<file path="src/rtl/memory_access_pkg.sv">
// Shared encodings for the LEGv8 memory-access stage: word width, FSM states,
// fault codes and the data-memory request payload.
package memory_access_pkg;

  localparam int unsigned WORD       = 64;
  localparam int unsigned ALIGN_BITS = 3;

  localparam logic [1:0] FAULT_NONE     = 2'd0;
  localparam logic [1:0] FAULT_MISALIGN = 2'd1;
  localparam logic [1:0] FAULT_TIMEOUT  = 2'd2;
  localparam logic [1:0] FAULT_CONFLICT = 2'd3;

  typedef enum logic [1:0] {
    MEM_IDLE   = 2'd0,
    MEM_ACCESS = 2'd1,
    MEM_DONE   = 2'd2
  } mem_state_t;

  typedef struct packed {
    logic            we;
    logic [WORD-1:0] addr;
    logic [WORD-1:0] wdata;
  } dmem_req_t;

  // Doubleword accesses must sit on an 8-byte boundary.
  function automatic logic is_aligned(input logic [WORD-1:0] addr);
    return addr[ALIGN_BITS-1:0] == '0;
  endfunction

endpackage

</file>
<file path="src/rtl/mem_timeout_counter.sv">
// Wait-cycle counter for a memory request; expired_c fires on the enabled
// cycle that would make the count reach LIMIT.
module mem_timeout_counter #(
  parameter int unsigned LIMIT = 255
) (
  input  logic clk,
  input  logic rst_n,
  input  logic clear,
  input  logic enable,
  output logic expired_c
);

  localparam int unsigned CNT_W = $clog2(LIMIT + 1);

  logic [CNT_W-1:0] count;

  // Saturates at LIMIT so a stuck enable cannot wrap.
  always_ff @(posedge clk or negedge rst_n) begin
    if (!rst_n) begin
      count <= '0;
    end else if (clear) begin
      count <= '0;
    end else if (enable && (count != CNT_W'(LIMIT))) begin
      count <= count + CNT_W'(1);
    end
  end

  assign expired_c = enable && (count == CNT_W'(LIMIT - 1));

endmodule

</file>
<file path="src/rtl/memory_access.sv">
// LEGv8 memory-access stage: one data-memory transaction per instruction over
// req/ack, branch resolution, front-end stall and fault reporting.
module memory_access
  import memory_access_pkg::*;
#(
  parameter int unsigned TIMEOUT = 255
) (
  input  logic            clk,
  input  logic            rst_n,
  input  logic            start,
  input  logic [WORD-1:0] alu_result,
  input  logic [WORD-1:0] write_data,
  input  logic [WORD-1:0] branch_target,
  input  logic            zero,
  input  logic            mem_read,
  input  logic            mem_write,
  input  logic            branch,
  input  logic            uncond_branch,
  output logic            busy,
  output logic            done,
  output logic [WORD-1:0] read_data,
  output logic            pc_src,
  output logic [WORD-1:0] pc_target,
  output logic            fault,
  output logic [1:0]      fault_code,
  output logic            dmem_req,
  output logic            dmem_we,
  output logic [WORD-1:0] dmem_addr,
  output logic [WORD-1:0] dmem_wdata,
  input  logic [WORD-1:0] dmem_rdata,
  input  logic            dmem_ack
);

  mem_state_t      state, state_d;
  dmem_req_t       req_q, req_d;
  logic            load_q, load_d;
  logic            pc_src_d, fault_d;
  logic [1:0]      fault_code_d;
  logic [WORD-1:0] read_data_d, pc_target_d;
  logic            cnt_clear_c, cnt_enable_c, expired_c;
  logic            mem_op_c;

  assign mem_op_c = mem_read | mem_write;

  mem_timeout_counter #(
    .LIMIT (TIMEOUT)
  ) u_timeout (
    .clk       (clk),
    .rst_n     (rst_n),
    .clear     (cnt_clear_c),
    .enable    (cnt_enable_c),
    .expired_c (expired_c)
  );

  always_ff @(posedge clk or negedge rst_n) begin
    if (!rst_n) state <= MEM_IDLE;
    else        state <= state_d;
  end

  // Next state plus next values of every registered output.
  always_comb begin
    state_d      = state;
    req_d        = req_q;
    load_d       = load_q;
    pc_src_d     = pc_src;
    pc_target_d  = pc_target;
    fault_d      = fault;
    fault_code_d = fault_code;
    read_data_d  = read_data;
    cnt_clear_c  = 1'b0;
    cnt_enable_c = 1'b0;

    case (state)
      MEM_IDLE: begin
        if (start) begin
          pc_src_d     = uncond_branch | (branch & zero);
          pc_target_d  = branch_target;
          fault_d      = 1'b0;
          fault_code_d = FAULT_NONE;
          req_d.we     = mem_write;
          req_d.addr   = alu_result;
          req_d.wdata  = write_data;
          load_d       = mem_read;
          cnt_clear_c  = 1'b1;
          if (mem_read && mem_write) begin
            fault_d      = 1'b1;
            fault_code_d = FAULT_CONFLICT;
            state_d      = MEM_DONE;
          end else if (mem_op_c && !is_aligned(alu_result)) begin
            fault_d      = 1'b1;
            fault_code_d = FAULT_MISALIGN;
            state_d      = MEM_DONE;
          end else if (mem_op_c) begin
            state_d = MEM_ACCESS;
          end else begin
            state_d = MEM_DONE;
          end
        end
      end
      MEM_ACCESS: begin
        cnt_enable_c = !dmem_ack;
        // An ack on the expiry edge still completes the access cleanly.
        if (dmem_ack) begin
          if (load_q) read_data_d = dmem_rdata;
          state_d = MEM_DONE;
        end else if (expired_c) begin
          fault_d      = 1'b1;
          fault_code_d = FAULT_TIMEOUT;
          state_d      = MEM_DONE;
        end
      end
      MEM_DONE: state_d = MEM_IDLE;
      default:  state_d = MEM_IDLE;
    endcase
  end

  always_ff @(posedge clk or negedge rst_n) begin
    if (!rst_n) begin
      busy       <= 1'b0;
      done       <= 1'b0;
      dmem_req   <= 1'b0;
      dmem_we    <= 1'b0;
      req_q      <= '0;
      load_q     <= 1'b0;
      read_data  <= '0;
      pc_src     <= 1'b0;
      pc_target  <= '0;
      fault      <= 1'b0;
      fault_code <= FAULT_NONE;
    end else begin
      busy       <= (state_d != MEM_IDLE);
      done       <= (state_d == MEM_DONE);
      dmem_req   <= (state_d == MEM_ACCESS);
      dmem_we    <= (state_d == MEM_ACCESS) && req_d.we;
      req_q      <= req_d;
      load_q     <= load_d;
      read_data  <= read_data_d;
      pc_src     <= pc_src_d;
      pc_target  <= pc_target_d;
      fault      <= fault_d;
      fault_code <= fault_code_d;
    end
  end

  assign dmem_addr  = req_q.addr;
  assign dmem_wdata = req_q.wdata;

endmodule

</file>
<file path="config.mk">
export PLATFORM = sky130hd
export DESIGN_NAME = memory_access
export DESIGN_NICKNAME = d
export VERILOG_FILES = /design/src/rtl/memory_access_pkg.sv /design/src/rtl/mem_timeout_counter.sv /design/src/rtl/memory_access.sv
export SDC_FILE = /design/constraint.sdc
export NUM_CORES = 1
export LEC_CHECK = 0
export BUFFER_PORTS_ARGS = -buffer_cell sky130_fd_sc_hd__clkbuf_2
export CAP_MARGIN = 25
export CORE_AREA = 4 4 202 204
export CTS_CLUSTER_SIZE = 28
export DETAILED_ROUTE_END_ITERATION = 7
export DIE_AREA = 0 0 206 208
export GPL_TIMING_DRIVEN = 0
export SETUP_SLACK_MARGIN = 0.02
export SLEW_MARGIN = 20
export SYNTH_ARGS = -nofsm -noshare
export SYNTH_HDL_FRONTEND = slang
export SYNTH_HIERARCHICAL = 1
export SYNTH_SLANG_ARGS = --single-unit
</file>
<file path="constraint.sdc">
create_clock -name clk -period 1.9 [get_ports clk]
set_clock_uncertainty 0.2 [all_clocks]
set_input_delay 0.38 -clock clk [delete_from_list [all_inputs] [get_ports clk]]
set_output_delay 0.38 -clock clk [all_outputs]
set_load 0.02 [all_outputs]
</file>
==> results.ini <==
[synth]
yosys.area.top_type = dfrtp_1
synth_top_area_share_pct = 59.4
synth.area.top_cells = dfrtp_1 59%, nand2_1 19%, buf_4 9.2%
syn_area_per_cell_um2 = 9.90
ys_warn_count = 6
synth_edf_count = 0
synth-main-ff-cell = dfrtp_1
ys_seq_elements = 276
synth_nets = 1442
yosysSeqAreaShare_pct = 59.4
synth_cell_type_count = 38
synth_area_mm2 = 0.0116
synth_async_sr_flop_share_pct = 100
synth_common_cells = 588 x nand2_1, 276 x dfrtp_1, 142 x buf_4
post-synth-top-count-cell = nand2_1
syn_inst = 1175

[drt]
first_iter_violations = 588
drc_errors = 0
wl_per_cell_um = 15.9
antenna_left = 0
firstDrtPassIters = 5
via_per_inst = 4.23
routed_wl_um = 40900
num_vias = 10857

[cells_and_area]
drive_above_1_share_pct = 41.8
nets = 2282
area_growth_pct = 63.2
fillCellCount = 3564
finalNonFillerCells = 2567
utilization_pct = 48.3

[clock_network]
cts_tree = done
clk_pin_slew_ns = 0.06
clock_latency_ns = 0.57
numCtsBuffers = 31
cts-root-buf = clkbuf_16
clock_sinks = 276
clock_path_buffers = 3
htree_levels = 1

[critical_path]
cp.required_ns = 2.15
critPathKind = register to register
start_kind = register
r2r_slack_ns = 0.02
worstPathMaxFanout = 8
worst-r2r-cell-count = 6
r2r-start = state[1]
cp_data_arrival_time_ns = 2.12
endpoint_kind = register
timing.rr.end = u_timeout/count[5]

[power]
power_per_cell_area_mw_per_mm2 = 976
peakVddDrop_mv = 0.752
power_leakage_uw = 0.0106

[grt]
grt_usage_pct = 18.4
grt_start_max_net_pins = 87
grt_pass1_wl_um = 63500
grt_pass1_vias = 11766
grt-ovfl-total = 0
antenna_found_initial = 2

[placement]
place_congestion = 0.831
dp_cells = 2231
hpwl_um = 28600
port_buffers = 528

[floorplanning]
ios = 529
die_h_um = 208
initial_utilization_pct = 29.6
die_area_mm2 = 0.0428
die_x_um = 206
core_area_mm2 = 0.0393
rows = 73

[sta]
hold_viol = 0
rsz0062_at_grt = true
fmax_mhz = 533
period_share_pct = 98.8
worstMarginPinSlew_ns = 0.485
slew_headroom_pct = 67.7
min_period_ns = 1.88
whs_ns = 0.130
setup_viol = 0
drv_slew = 0

[hold_path]
hold_path_class = primary input to register
hp-start = dmem_ack
whs_path_depth = 4
hold_end = fault_code[0]

[flow_run]
cap_violations = 0

[status]
outcome = completed

-- worst max path at each step --
stage | start | endpoint | slack [ns] | cells past startpoint
after floorplan | state[1] | u_timeout/count[5] | 0.02 | 6
after global placement | rst_n | dmem_addr[29] | -5.77 | 1
after detailed placement | start | u_timeout/count[5] | -0.38 | 7
after CTS | state[1] | fault_code[1] | -0.03 | 7
after global routing | state[1] | u_timeout/count[5] | -0.02 | 6
final | state[1] | u_timeout/count[5] | 0.02 | 6
-- logic make-up after synthesis --
family          synth area share [%]
buf+inv                         11.6
compound gates                  1.40
xor+xnor                      0.0753
mux                             6.59
simple gates                    20.7
flops                           59.4
fa+ha+maj                      0.301
-- metal layers --
layer | up-vias | track usage [%] | wire [µm]
met3 | 102 | 4.07 | 2740
met1 | 5164 | 22.1 | 16200
li1 | 5216 | - | -
met4 | 0 | 6.54 | 1620
met5 | - | 0 | 0
met2 | 375 | 32.5 | 20300
-- what timing repair did --
action	CTS	global route
hold buffers	263	0
resized for setup	28	55
setup endpoints to repair	146	225
buffers inserted	8	7
endpoints found under the hold margin	370	0
pin swaps	3	6
-- metrics by stage --
stage,setup TNS [ns],area [µm²],total power [µW],worst slack [ns]
after floorplan,0,11600,10300,0.0206
after global placement,-1601.54,14900,12200,-5.77
after detailed placement,-23.37,15000,12300,-0.379
after CTS,-0.0277,18800,18700,-0.0277
after global routing,-0.104,19000,19500,-0.0176
final,0,19000,18500,0.0222
-- layout by cell type, fill, tap and decap left out, types with 3 or more instances in the layout --
master,instances
a211oi_1,3
a21oi_1,4
buf_12,3
buf_16,3
buf_2,4
buf_4,157
buf_6,17
buf_8,3
clkbuf_1,15
clkbuf_16,32
clkbuf_2,526
clkbuf_4,5
clkbuf_8,11
clkinv_2,3
dfrtp_1,274
dlygate4sd3_1,263
inv_1,5
mux2_2,64
mux2_4,4
nand2_1,587
nand3_1,3
nor2_1,6
nor2b_1,4
nor3_1,3
o2bb2ai_1,3
-- sequential cells by signal, summed over array words and instances, names as in the netlist --
name,count
pc_target,64
load_q,1
pc_src,1
done,1
dmem_wdata,64
state,2
req_q,1
read_data,64
dmem_addr,64
u_timeout/count,8
busy,1
dmem_we,1
fault,1
dmem_req,1
fault_code,2
-- area by class of cell --
type / count / area, µm² / share of cell area, %
well taps: 525 / 657 / 3.46
clock buffers: 53 / 948 / 5.00
diodes: 2 / 5.00 / 0.0264
clock inverters: 5 / 31.3 / 0.165
inverters: 6 / 30.0 / 0.158
plain buffers: 178 / 1440 / 7.60
multi-input cells: 714 / 3460 / 18.2
flip-flops and latches: 276 / 6910 / 36.4
repair buffers: 808 / 5500 / 29.0
-- report_power, final --
group	internal, µW	total, µW	switching [µW]
sequential	6820	7350	526
clock	3360	5780	2420
combinational	2400	5390	3000
total	12600	18500	5950
-- critical path: stages (launching register included) --
cell	delay, ns
dfrtp_2	0.43
or3b_4	0.46
inv_8	0.11
buf_8	0.11
clkbuf_16	0.14
nor2b_1	0.04
mux2_4	0.27
(Power assumes the default switching activity.)
